### src/rtl/fft_ctrl_pkg.sv
// Shared types, defaults and widths for the FFT bin-pair scan controller.
package fft_ctrl_pkg;

    localparam int unsigned DEF_NUM_PAIRS = 256;
    localparam int unsigned DEF_RD_LAT    = 2;

    localparam int unsigned ADDR_W = 8;
    localparam int unsigned SIDX_W = 9;
    localparam int unsigned PEAK_W = 10;
    localparam int unsigned CNT_W  = 16;

    // bit8 set marks hold/terminal to the peak detector; all-zero clears it
    localparam logic [SIDX_W-1:0] SCAN_HOLD  = 9'h100;
    localparam logic [SIDX_W-1:0] SCAN_CLEAR = 9'h000;

    typedef enum logic [2:0] {
        ST_IDLE,
        ST_CLEAR,
        ST_SCAN,
        ST_DRAIN,
        ST_TERM,
        ST_REPORT
    } state_t;

endpackage

### src/rtl/idx_delay.sv
// Aligns the read address with RAM data LAT cycles later and forms scan_index.
module idx_delay
    import fft_ctrl_pkg::*;
#(
    parameter int unsigned LAT = DEF_RD_LAT
) (
    input  logic              clk,
    input  logic              reset_n,
    input  logic              in_vld,
    input  logic [ADDR_W-1:0] in_addr,
    input  logic              clr,
    output logic [SIDX_W-1:0] scan_index
);

    logic              tap_vld;
    logic [ADDR_W-1:0] tap_addr;

    // LAT-1 internal stages; the scan_index register supplies the last one
    generate
        if (LAT > 1) begin : g_pipe
            logic [LAT-2:0]    vld_q;
            logic [ADDR_W-1:0] addr_q [LAT-1];

            // Shift valid/address down the pipe; reset invalidates every stage
            always_ff @(posedge clk) begin
                if (!reset_n) begin
                    vld_q <= '0;
                    for (int i = 0; i < int'(LAT) - 1; i++) begin
                        addr_q[i] <= '0;
                    end
                end else begin
                    vld_q[0]  <= in_vld;
                    addr_q[0] <= in_addr;
                    for (int i = 1; i < int'(LAT) - 1; i++) begin
                        vld_q[i]  <= vld_q[i-1];
                        addr_q[i] <= addr_q[i-1];
                    end
                end
            end

            assign tap_vld  = vld_q[LAT-2];
            assign tap_addr = addr_q[LAT-2];
        end else begin : g_direct
            assign tap_vld  = in_vld;
            assign tap_addr = in_addr;
        end
    endgenerate

    // Final stage: clear pulse for the detector, delayed address, or hold
    always_ff @(posedge clk) begin
        if (!reset_n) begin
            scan_index <= SCAN_HOLD;
        end else if (clr) begin
            scan_index <= SCAN_CLEAR;
        end else if (tap_vld) begin
            scan_index <= {1'b0, tap_addr};
        end else begin
            scan_index <= SCAN_HOLD;
        end
    end

endmodule

### src/rtl/fft_scan_ctrl.sv
// Per-frame scan of the FFT output RAM and peak-bin report handshake.
module fft_scan_ctrl
    import fft_ctrl_pkg::*;
#(
    parameter int unsigned NUM_PAIRS = DEF_NUM_PAIRS,
    parameter int unsigned RD_LAT    = DEF_RD_LAT
) (
    input  logic              clk,
    input  logic              reset_n,
    input  logic              frame_ready,
    output logic              rd_en,
    output logic [ADDR_W-1:0] rd_addr,
    output logic [SIDX_W-1:0] scan_index,
    input  logic [PEAK_W-1:0] det_idx,
    output logic [PEAK_W-1:0] peak_idx,
    output logic              peak_valid,
    input  logic              peak_ready,
    output logic              busy,
    output logic              overrun,
    output logic [CNT_W-1:0]  frame_cnt
);

    localparam int unsigned      LAT_W     = (RD_LAT > 1) ? $clog2(RD_LAT) : 1;
    localparam logic [ADDR_W-1:0] LAST_ADDR = ADDR_W'(NUM_PAIRS - 1);
    localparam logic [LAT_W-1:0]  LAST_LAT  = LAT_W'(RD_LAT - 1);

    state_t           state;
    logic [LAT_W-1:0] lat_cnt;
    logic             start_c;

    assign start_c = (state == ST_IDLE) && frame_ready;

    // Frame sequencer; every output is set on the edge entering its state
    always_ff @(posedge clk) begin
        if (!reset_n) begin
            state      <= ST_IDLE;
            lat_cnt    <= '0;
            rd_en      <= 1'b0;
            rd_addr    <= '0;
            peak_idx   <= '0;
            peak_valid <= 1'b0;
            busy       <= 1'b0;
            overrun    <= 1'b0;
            frame_cnt  <= '0;
        end else begin
            // Any frame arriving while not idle (including the accept cycle) is dropped
            if (frame_ready && (state != ST_IDLE)) begin
                overrun <= 1'b1;
            end

            case (state)
                ST_IDLE: begin
                    if (frame_ready) begin
                        state <= ST_CLEAR;
                        busy  <= 1'b1;
                    end
                end
                ST_CLEAR: begin
                    state   <= ST_SCAN;
                    rd_en   <= 1'b1;
                    rd_addr <= '0;
                end
                ST_SCAN: begin
                    if (rd_addr == LAST_ADDR) begin
                        state   <= ST_DRAIN;
                        rd_en   <= 1'b0;
                        rd_addr <= '0;
                        lat_cnt <= '0;
                    end else begin
                        rd_addr <= rd_addr + 1'b1;
                    end
                end
                ST_DRAIN: begin
                    if (lat_cnt == LAST_LAT) begin
                        state <= ST_TERM;
                    end else begin
                        lat_cnt <= lat_cnt + 1'b1;
                    end
                end
                ST_TERM: begin
                    peak_idx   <= det_idx;
                    peak_valid <= 1'b1;
                    state      <= ST_REPORT;
                end
                ST_REPORT: begin
                    if (peak_ready) begin
                        peak_valid <= 1'b0;
                        frame_cnt  <= frame_cnt + 1'b1;
                        busy       <= 1'b0;
                        state      <= ST_IDLE;
                    end
                end
                default: begin
                    state      <= ST_IDLE;
                    rd_en      <= 1'b0;
                    rd_addr    <= '0;
                    peak_valid <= 1'b0;
                    busy       <= 1'b0;
                end
            endcase
        end
    end

    idx_delay #(
        .LAT (RD_LAT)
    ) u_idx_delay (
        .clk        (clk),
        .reset_n    (reset_n),
        .in_vld     (rd_en),
        .in_addr    (rd_addr),
        .clr        (start_c),
        .scan_index (scan_index)
    );

endmodule

### config.mk
export PLATFORM = sky130hd
export DESIGN_NAME = fft_scan_ctrl
export DESIGN_NICKNAME = d
export VERILOG_FILES = /design/src/rtl/fft_ctrl_pkg.sv /design/src/rtl/idx_delay.sv /design/src/rtl/fft_scan_ctrl.sv
export SDC_FILE = /design/constraint.sdc
export NUM_CORES = 1
export LEC_CHECK = 0
export ABC_CLOCK_PERIOD_IN_PS = 1990
export CORE_ASPECT_RATIO = 1.5
export CORE_MARGIN = 2
export CORE_UTILIZATION = 45
export DETAILED_ROUTE_END_ITERATION = 8
export PLACE_DENSITY = 0.86
export SKIP_CTS_REPAIR_TIMING = 1
export SLEW_MARGIN = 20
export SYNTH_ARGS = -nofsm -noshare
export SYNTH_HDL_FRONTEND = slang
export SYNTH_SLANG_ARGS = --single-unit
### constraint.sdc
create_clock -name clk -period 1.99 [get_ports clk]
set_input_delay 0.2985 -clock clk [delete_from_list [all_inputs] [get_ports clk]]
set_output_delay 0.2985 -clock clk [all_outputs]
set_load 0.005 [all_outputs]
==> impl_metrics.py, run 1 <==
metrics = {
    "run_status": {
        "run_status": "complete, no violations",
    },
    "timing": {
        "fin_crit_ps": 1790,
        "worst_pin_slew_ps": 452,
        "max_freq_ghz": 0.560,
        "min_period_over_period": 0.897,
        "max_slew_margin": 0.697,
        "timing.final.max_slew_violations": 0,
        "finClkSkew_ps": 7.46,
        "rsz0062_at_grt": "false",
        "finalSetupViolCount": 0,
        "hold_violations": 0,
    },
    "routing": {
        "drcViolationCount": 0,
        "first_pass_iters": 5,
        "wire_per_inst_um": 13.2,
        "viasPerCell": 5.27,
        "ant_nets": 0,
        "num_vias": 2136,
        "drt-total-wl_mm": 5.35,
        "drtIter0Drc": 98,
    },
    "logic_synthesis": {
        "syn-cell-area_um2": 2330,
        "ys.flop_type": "dfxtp_1",
        "yosys-top-cells-area": "dfxtp_1 52%, a21oi_1 6.7%, nand2_1 5.3%, and2_1 4.8%, nor2_1 2.7%",
        "mappedNetlistNets": 276,
        "syn_inst": 260,
        "synth-seq-cells": 60,
        "ys_types": 43,
        "yosys_warnings": 0,
        "syn_area_per_cell_um2": 8.97,
        "yosys.area.top_type": "dfxtp_1",
        "seq_area_frac_synth": 0.515,
        "yosysTopAreaCellShare": 0.515,
        "synth_edf_count": 0,
        "async_reset_ff_frac": 0,
    },
    "critical_path": {
        "cp-end-kind": "flip-flop",
        "crit_fanout": 12,
        "critPathCapture": "rd_addr[7]",
        "r2r_setup_slack_ps": 200,
        "required_ps": 2260,
        "timing.rr.end": "rd_addr[7]",
        "cp.arrival_ps": 2050,
        "worstSetupPathType": "flip-flop to flip-flop",
        "r2r_cells": 4,
        "startpoint_type": "flip-flop",
        "crit_start": "state[2]",
        "reg2reg_from": "state[2]",
    },
    "grt": {
        "grt_use_total": 0.196,
        "first_global_vias": 2090,
        "grt_pass1_wl_mm": 8.96,
        "grt_overflow": 0,
        "grt_max_degree": 22,
        "antenna_found_initial": 0,
    },
    "finish": {
        "layout_common_cells": "60 x dfxtp_1, 60 x clkdlybuf4s50_1, 33 x nand2_1",
        "antennaDiodeCount": 0,
        "post-route-util": 0.650,
        "drive_gt1_frac": 0.0950,
        "instances_no_fill": 405,
        "areaGrowthSynthToFinish_pct": 41.7,
        "fin_nets": 348,
        "fill_cells": 432,
    },
    "floorplan": {
        "core_um2": 5080,
        "die-height_um": 92.2,
        "std_cell_rows": 32,
        "initial_core_util": 0.459,
        "pin_count": 61,
        "fp.dieArea_um2": 5790,
        "die_w_um": 62.8,
    },
    "power": {
        "power_density_nw_per_um2": 835,
        "ir_drop_uv": 507,
        "leakagePower_nw": 1.19,
    },
    "clock_network": {
        "cts_tree": "done",
        "cts.path.max_buffers": 2,
        "cts_sinks": 60,
        "clock-root-buffer": "clkbuf_8",
        "numCtsBuffers": 9,
        "h-tree-depth": 3,
        "insertion_delay_ps": 340,
        "clk_pin_slew_ps": 70,
    },
    "placement": {
        "place.gp.congestion": 0.821,
        "dp_cells": 389,
        "dp_hpwl_mm": 3.72,
        "io_buffer_count": 60,
    },
    "job": {
        "max_cap_violations": 0,
    },
    "hold_path": {
        "hp-class": "flip-flop to flip-flop",
    },
}
==> routing by layer <==
metal	share of wire	global-route usage	routed length, µm	up-vias
met5	0	0	0	-
met3	0.061	0.0515	329	12
met4	0.021	0.133	114	0
li1	-	-	-	1061
met1	0.40	0.208	2130	989
met2	0.52	0.336	2780	74
==> cell families after synthesis <==
group / count (synthesis) / synth area share
XOR/XNOR: 11 / 0.0413
buffers and inverters: 15 / 0.0263
AO/OA/AOI/OAI: 57 / 0.139
AND/OR/NAND/NOR: 114 / 0.263
multiplexers: 1 / 0.00429
adder cells (fa/ha/maj): 2 / 0.0107
flip-flops: 60 / 0.515
==> per-stage QoR <==
step	TNS (ps)	instance area (µm²)	worst slack [ps]	power, mW	hold WS, ps
after detailed placement	-28.2	3060	-28.2	1.47	413
after CTS	0	3300	120	2.78	428
final	0	3300	204	2.76	426
after global routing	0	3300	134	2.85	441
after floorplan	0	2330	534	1.37	406
after global placement	0	3060	55.6	1.46	406
==> area by class of cell <==
| cell class | count | area (µm²) | share of cell area |
|---|---|---|---|
| sequential | 60 | 1200 | 0.363 |
| multi-input combinational | 185 | 1080 | 0.326 |
| timing repair buffer | 71 | 683 | 0.207 |
| clock buffer | 9 | 124 | 0.0375 |
| clock inverter | 7 | 115 | 0.0348 |
| tap | 68 | 85.1 | 0.0257 |
| inverter | 5 | 18.8 | 0.00568 |
==> report_power, final <==
group | total [mW] | leakage [nW] | internal [mW] | switching [mW]
registers | 1.25 | 0.485 | 1.23 | 0.0270
logic | 0.195 | 0.590 | 0.101 | 0.0940
clock network | 1.31 | 0.115 | 0.826 | 0.484
total | 2.76 | 1.19 | 2.15 | 0.605
==> registers in the layout, summed over array words and instances (netlist names) <==
register,flops
rd_addr,8
u_idx_delay.g_pipe.vld_q,1
u_idx_delay.scan_index,9
busy,1
rd_en,1
u_idx_delay.g_pipe.addr_q,8
overrun,1
peak_idx,10
frame_cnt,16
lat_cnt,1
state,3
peak_valid,1
==> cells in the mapped netlist, types with 2 or more instances <==
master / count
dfxtp_1: 60
nand2_1: 33
a21oi_1: 31
and2_1: 18
nor2_1: 17
o21ai_0: 12
clkbuf_1: 8
nand4_1: 8
or3_1: 8
xor2_1: 7
nand3_1: 6
and3_1: 4
inv_1: 4
o31ai_1: 4
xnor2_1: 4
nor2b_1: 3
or4_1: 3
and4_1: 2
ha_1: 2
nand2b_1: 2
nor4b_1: 2
==> worst min-delay path by stage <==
stage	endpoint	start	cells past startpoint	slack (ps)
floorplan	u_idx_delay.scan_index[0]	u_idx_delay.g_pipe.addr_q[0][0]	1	410
global placement	u_idx_delay.scan_index[0]	u_idx_delay.g_pipe.addr_q[0][0]	1	410
detailed placement	u_idx_delay.scan_index[2]	u_idx_delay.g_pipe.addr_q[0][2]	1	410
CTS	u_idx_delay.scan_index[2]	u_idx_delay.g_pipe.addr_q[0][2]	1	430
global route	u_idx_delay.scan_index[1]	u_idx_delay.g_pipe.addr_q[0][1]	1	440
finish	u_idx_delay.scan_index[1]	u_idx_delay.g_pipe.addr_q[0][1]	1	430
==> critical path: stages, from the launching register on <==
cell and delay [ps]:
dfxtp_1 540, and2b_1 290, xnor2_2 230, or4_1 500, a21oi_1 150
No activity file was read; power rests on OpenSTA's default activity.
==> run 2, diff against run 1 <==
--- a/config.mk
+++ b/config.mk
@@ -5,7 +5,6 @@
 export SDC_FILE = /design/constraint.sdc
 export NUM_CORES = 1
 export LEC_CHECK = 0
-export ABC_CLOCK_PERIOD_IN_PS = 1990
 export CORE_ASPECT_RATIO = 1.5
 export CORE_MARGIN = 2
 export CORE_UTILIZATION = 45
==> results of run 2 <==
The final DEF is identical to that of run 1; final timing and power are the same.
==> edit 1: new RTL, config.mk and constraints of run 1 <==
The 6 states of `state_t` get a Gray code encoding in 3 bits.
--- a/src/rtl/fft_ctrl_pkg.sv
+++ b/src/rtl/fft_ctrl_pkg.sv
@@ -14,12 +14,12 @@
     localparam logic [SIDX_W-1:0] SCAN_CLEAR = 9'h000;
 
     typedef enum logic [2:0] {
-        ST_IDLE,
-        ST_CLEAR,
-        ST_SCAN,
-        ST_DRAIN,
-        ST_TERM,
-        ST_REPORT
+        ST_IDLE   = 3'b000,
+        ST_CLEAR  = 3'b001,
+        ST_SCAN   = 3'b011,
+        ST_DRAIN  = 3'b010,
+        ST_TERM   = 3'b110,
+        ST_REPORT = 3'b111
     } state_t;
 
 endpackage
Check against the original RTL: no difference found for any inputs over 10 cycles, from zero or initial values and one cycle with reset_n low; not proved beyond that.
==> edit 1 against run 1 <==
Setup slack gained 0.11 ns. Synthesized area fell by 1.2%. Non-clock buffer count decreased by 4. Total power is 10% lower. Cell area down 3.1%. Routed wire length decreased by 7.8%. Critical path depth stayed put. Largest cell class unchanged. Combinational power shrank 26%. Sequential share of layout area grew 1.2 points. Sequential cell count stayed put.
==> edit 1: results (changes against run 1) <==
* Status: completed (unchanged)
* Layout Nets at 341 (was 348)
* GRT Resource Usage Total at 18.6% (was 19.6%)
* Pin count of the biggest net entering global routing at 27 (was 22)
* Initial DRC Count at 66 (was 98)
* Seq/Total Area, Yosys at 52.1% (was 51.5%)
* Pre-antenna DRT Iters at 4 (was 5)
* Post-synthesis mux area share at 2.17% (was 0.429%)
* Adder-cell share of the synthesized area at 1.09% (was 1.07%)
* Layout fillers at 406 (was 432)
* Max-Slew Margin vs Limit at 70.5% (was 69.7%)
* Share of cells above drive strength 1 at 7.88% (was 9.50%)
* Flop2flop setup slack at 0.31 ns (was 0.20 ns)
* Detailed Route WL at 4930 µm (was 5350 µm)
* Post-DP HPWL at 3630 µm (was 3720 µm)
* Post-route insts no fill at 396 (was 405)
* Arrival @ worst endpoint at 1.94 ns (was 2.05 ns)
* Post-Syn Instances at 257 (was 260)
* Largest cells by area after synthesis: dfxtp_1 52%, nand2_1 6.5%, and2_1 5.2%, a21oi_1 4.3%, nor2_1 3.9% (was dfxtp_1 52%, a21oi_1 6.7%, nand2_1 5.3%, and2_1 4.8%, nor2_1 2.7%)
* Vias in the first global route at 1966 (was 2090)
* Area Growth Syn to Fin at 38.9% (was 41.7%)
* Hold Path Origin: u_idx_delay.g_pipe.addr_q[0][4] (was u_idx_delay.g_pipe.addr_q[0][1])
* Reg-to-Reg End: frame_cnt[9] (was rd_addr[7])
* CP max stage delay at 0.45 ns (was 0.54 ns)
* Maximum vdd drop at 0.655 mV (was 0.507 mV)
* Dpl cells at 380 (was 389)
* CP startpoint: frame_cnt[3] (was state[2])
* Compound-Gate Fraction of Synth Area at 7.82% (was 13.9%)
* Worst-path maximum fanout at 6 (was 12)
* Syn_nets at 273 (was 276)
* Worst Clk Skew at 0.00835 ns (was 0.00746 ns)
* Most frequent cells after synthesis: 60 x dfxtp_1, 40 x nand2_1, 24 x nor2_1 (was 60 x dfxtp_1, 33 x nand2_1, 31 x a21oi_1)
## edit 1: worst min path at each step
| stage | end | slack, ns | cells past startpoint |
|---|---|---|---|
| floorplan | u_idx_delay.scan_index[0] | 0.41 | 1 |
| finish | u_idx_delay.scan_index[4] | 0.42 | 1 |
| CTS | u_idx_delay.scan_index[4] | 0.43 | 1 |
| detailed placement | u_idx_delay.scan_index[4] | 0.41 | 1 |
| global route | u_idx_delay.scan_index[1] | 0.44 | 1 |
| global placement | u_idx_delay.scan_index[5] | 0.41 | 1 |
## edit 1: routing by layer
| metal | global-route usage [%] | routed length [µm] | up-vias |
|---|---|---|---|
| met5 | 0 | 0 | - |
| li1 | - | - | 1006 |
| met4 | 10.6 | 117 | 0 |
| met3 | 5.40 | 220 | 9 |
| met2 | 32.9 | 2610 | 51 |
| met1 | 19.5 | 1990 | 911 |
## edit 1: metrics by stage
step / total power, mW / hold slack, ns
4_1_cts: 2.50 / 0.427
3_3_place_gp: 1.41 / 0.409
5_1_grt: 2.58 / 0.441
3_5_place_dp: 1.41 / 0.411
6_report: 2.48 / 0.423
2_1_floorplan: 1.33 / 0.406
## edit 1: area by class of cell
| cell class | instances | share of cell area [%] |
|---|---|---|
| Timing Repair Buffer | 67 | 20.4 |
| Sequential cell | 60 | 37.5 |
| Clock buffer | 12 | 4.85 |
| Inverter | 5 | 0.586 |
| Clock inverter | 4 | 1.49 |
| Multi-Input combinational cell | 182 | 32.6 |
| Tap cell | 66 | 2.58 |
## edit 1: report_power, final
| group | internal [mW] | total (mW) | switching (mW) |
|---|---|---|---|
| clock network | 0.642 | 1.09 | 0.451 |
| logic | 0.0756 | 0.145 | 0.0697 |
| registers | 1.22 | 1.24 | 0.0192 |
==> edit 2: new RTL, flow settings as in run 1 <==
Made on the original files. The package constant `DEF_RD_LAT` goes from 2 to 4.
--- a/src/rtl/fft_ctrl_pkg.sv
+++ b/src/rtl/fft_ctrl_pkg.sv
@@ -2,7 +2,7 @@
 package fft_ctrl_pkg;
 
     localparam int unsigned DEF_NUM_PAIRS = 256;
-    localparam int unsigned DEF_RD_LAT    = 2;
+    localparam int unsigned DEF_RD_LAT    = 4;
 
     localparam int unsigned ADDR_W = 8;
     localparam int unsigned SIDX_W = 9;
Check against the original RTL: not equivalent (Yosys sat finds a counterexample within 10 cycles, from zero or initial values and one cycle with reset_n low).
==> edit 2 against run 1 <==
Critical path depth unchanged. Synthesized area up 24%. Setup slack improved by 0.077 ns. Critical path type unchanged. Sequential power rose by 30%. Sequential cell count increased by 19. Highest routed layer unchanged. Total power grew 16%. Routed wire length increased by 4.1%. Largest power group is now sequential cells. Cell area increased by 16%. Largest cell class unchanged.
==> edit 2: results (changes against run 1) <==
* Largest regs: u_idx_delay.g_pipe.addr_q (24), frame_cnt (16), peak_idx (10) (was frame_cnt (16), peak_idx (10), u_idx_delay.scan_index (9))
* Initial DRC Count at 92 (was 98)
* Layout Nets at 396 (was 348)
* GRT Resource Usage Total at 16.6% (was 19.6%)
* Metal3 WL at 222 µm (was 329 µm)
* Endpoint of the worst hold path: u_idx_delay.scan_index[7] (was u_idx_delay.scan_index[1])
* Post-Syn Instances at 314 (was 260)
* Flop2flop setup slack at 0.28 ns (was 0.20 ns)
* Placed instance area at 3590 µm² (was 3060 µm²)
* Arrival @ worst endpoint at 2.00 ns (was 2.05 ns)
* Max-Slew Margin vs Limit at 75.5% (was 69.7%)
* Post-DP HPWL at 3950 µm (was 3720 µm)
* Tightest hold margin at 0.428 ns (was 0.426 ns)
* Pin count of the biggest net entering global routing at 32 (was 22)
* Vias/cell at 5.06 (was 5.27)
* Status: completed (unchanged)
* Vias in the first global route at 2172 (was 2090)
* First-pass GRT wire length at 9420 µm (was 8960 µm)
* Syn_nets at 331 (was 276)
* Net load switching power at 747 µW (was 605 µW)
* Total number of vias at 2316 (was 2136)
* Layout fillers at 510 (was 432)
* Met2 WL at 2830 µm (was 2780 µm)
* Largest cells by area after synthesis: dfxtp_1 55%, and2_1 8.4%, a21oi_1 5.2%, nand2_1 4.5%, o21ai_0 2.9% (was dfxtp_1 52%, a21oi_1 6.7%, nand2_1 5.3%, and2_1 4.8%, nor2_1 2.7%)
* GP Congestion at 0.810 (was 0.821)
* Dpl cells at 442 (was 389)
* Dpl ws at 0.0516 ns (was -0.0282 ns)
* Leak at 1.41 nW (was 1.19 nW)
* Share of cells above drive strength 1 at 7.29% (was 9.50%)
* Worst Clk Skew at 0.0111 ns (was 0.00746 ns)
* Worst-path clk slew at 0.09 ns (was 0.07 ns)
* Post-synthesis mux area share at 1.73% (was 0.429%)
edit 2: changes by cell type after synthesis, sizes merged, moves of 5 or more:
cell / delta
and2: +21
clkbuf: +5
dfxtp: +19
nand4: -5
o21ai: +5
edit 2: power by group through the flow:
| stage | clock, mW | sequential [mW] | combinational, mW |
|---|---|---|---|
| after floorplan | 0 | 1.66 | 0.106 |
| after global placement | 0 | 1.66 | 0.194 |
| after detailed placement | 0 | 1.66 | 0.199 |
| after CTS | 1.40 | 1.62 | 0.200 |
| after global routing | 1.45 | 1.63 | 0.223 |
| final | 1.37 | 1.62 | 0.199 |
edit 2: layout make-up:
type / instances / area [µm²] / share of cell area [%]
timing repair buffer: 69 / 668 / 17.5
sequential: 79 / 1580 / 41.3
tap: 74 / 92.6 / 2.42
clock inverter: 7 / 111 / 2.91
inverter: 5 / 18.8 / 0.491
multi-input combinational: 215 / 1230 / 32.1
clock buffer: 9 / 124 / 3.24
edit 2: worst max-delay path, stage by stage (launching register included):
cell and delay (ns):
dfxtp_1 0.49, and4b_1 0.39, nand2_4 0.12, or4_1 0.49
a21oi_1 0.17
edit 2: metal layers:
metal  global-route usage, %  vias to the layer above
li1                        -                     1190
met1                    18.8                     1050
met2                    28.8                       63
met3                    2.76                       13
met4                    11.2                        0
met5                       0                        -
edit 2: cells by family (layout without fill, tap and decap cells):
| kind of cell | Yosys count | in the layout |
|---|---|---|
| compound gates | 57 | 57 |
| simple gates | 143 | 143 |
| flops | 79 | 79 |
| xor+xnor | 7 | 7 |
| mux | 5 | 5 |
| buf+inv | 20 | 90 |
| fa+ha+maj | 3 | 3 |
edit 2: how the worst max path moves through the flow:
stage                     from            end  slack [ns]  cells past startpoint
finish                state[2]  frame_cnt[15]        0.28                      4
global route          state[2]  frame_cnt[15]        0.17                      4
CTS                   state[2]  frame_cnt[15]        0.29                      4
detailed placement  peak_ready  frame_cnt[15]        0.05                      5
global placement    peak_ready   frame_cnt[6]        0.08                      5
floorplan             state[1]   frame_cnt[6]        0.53                      5
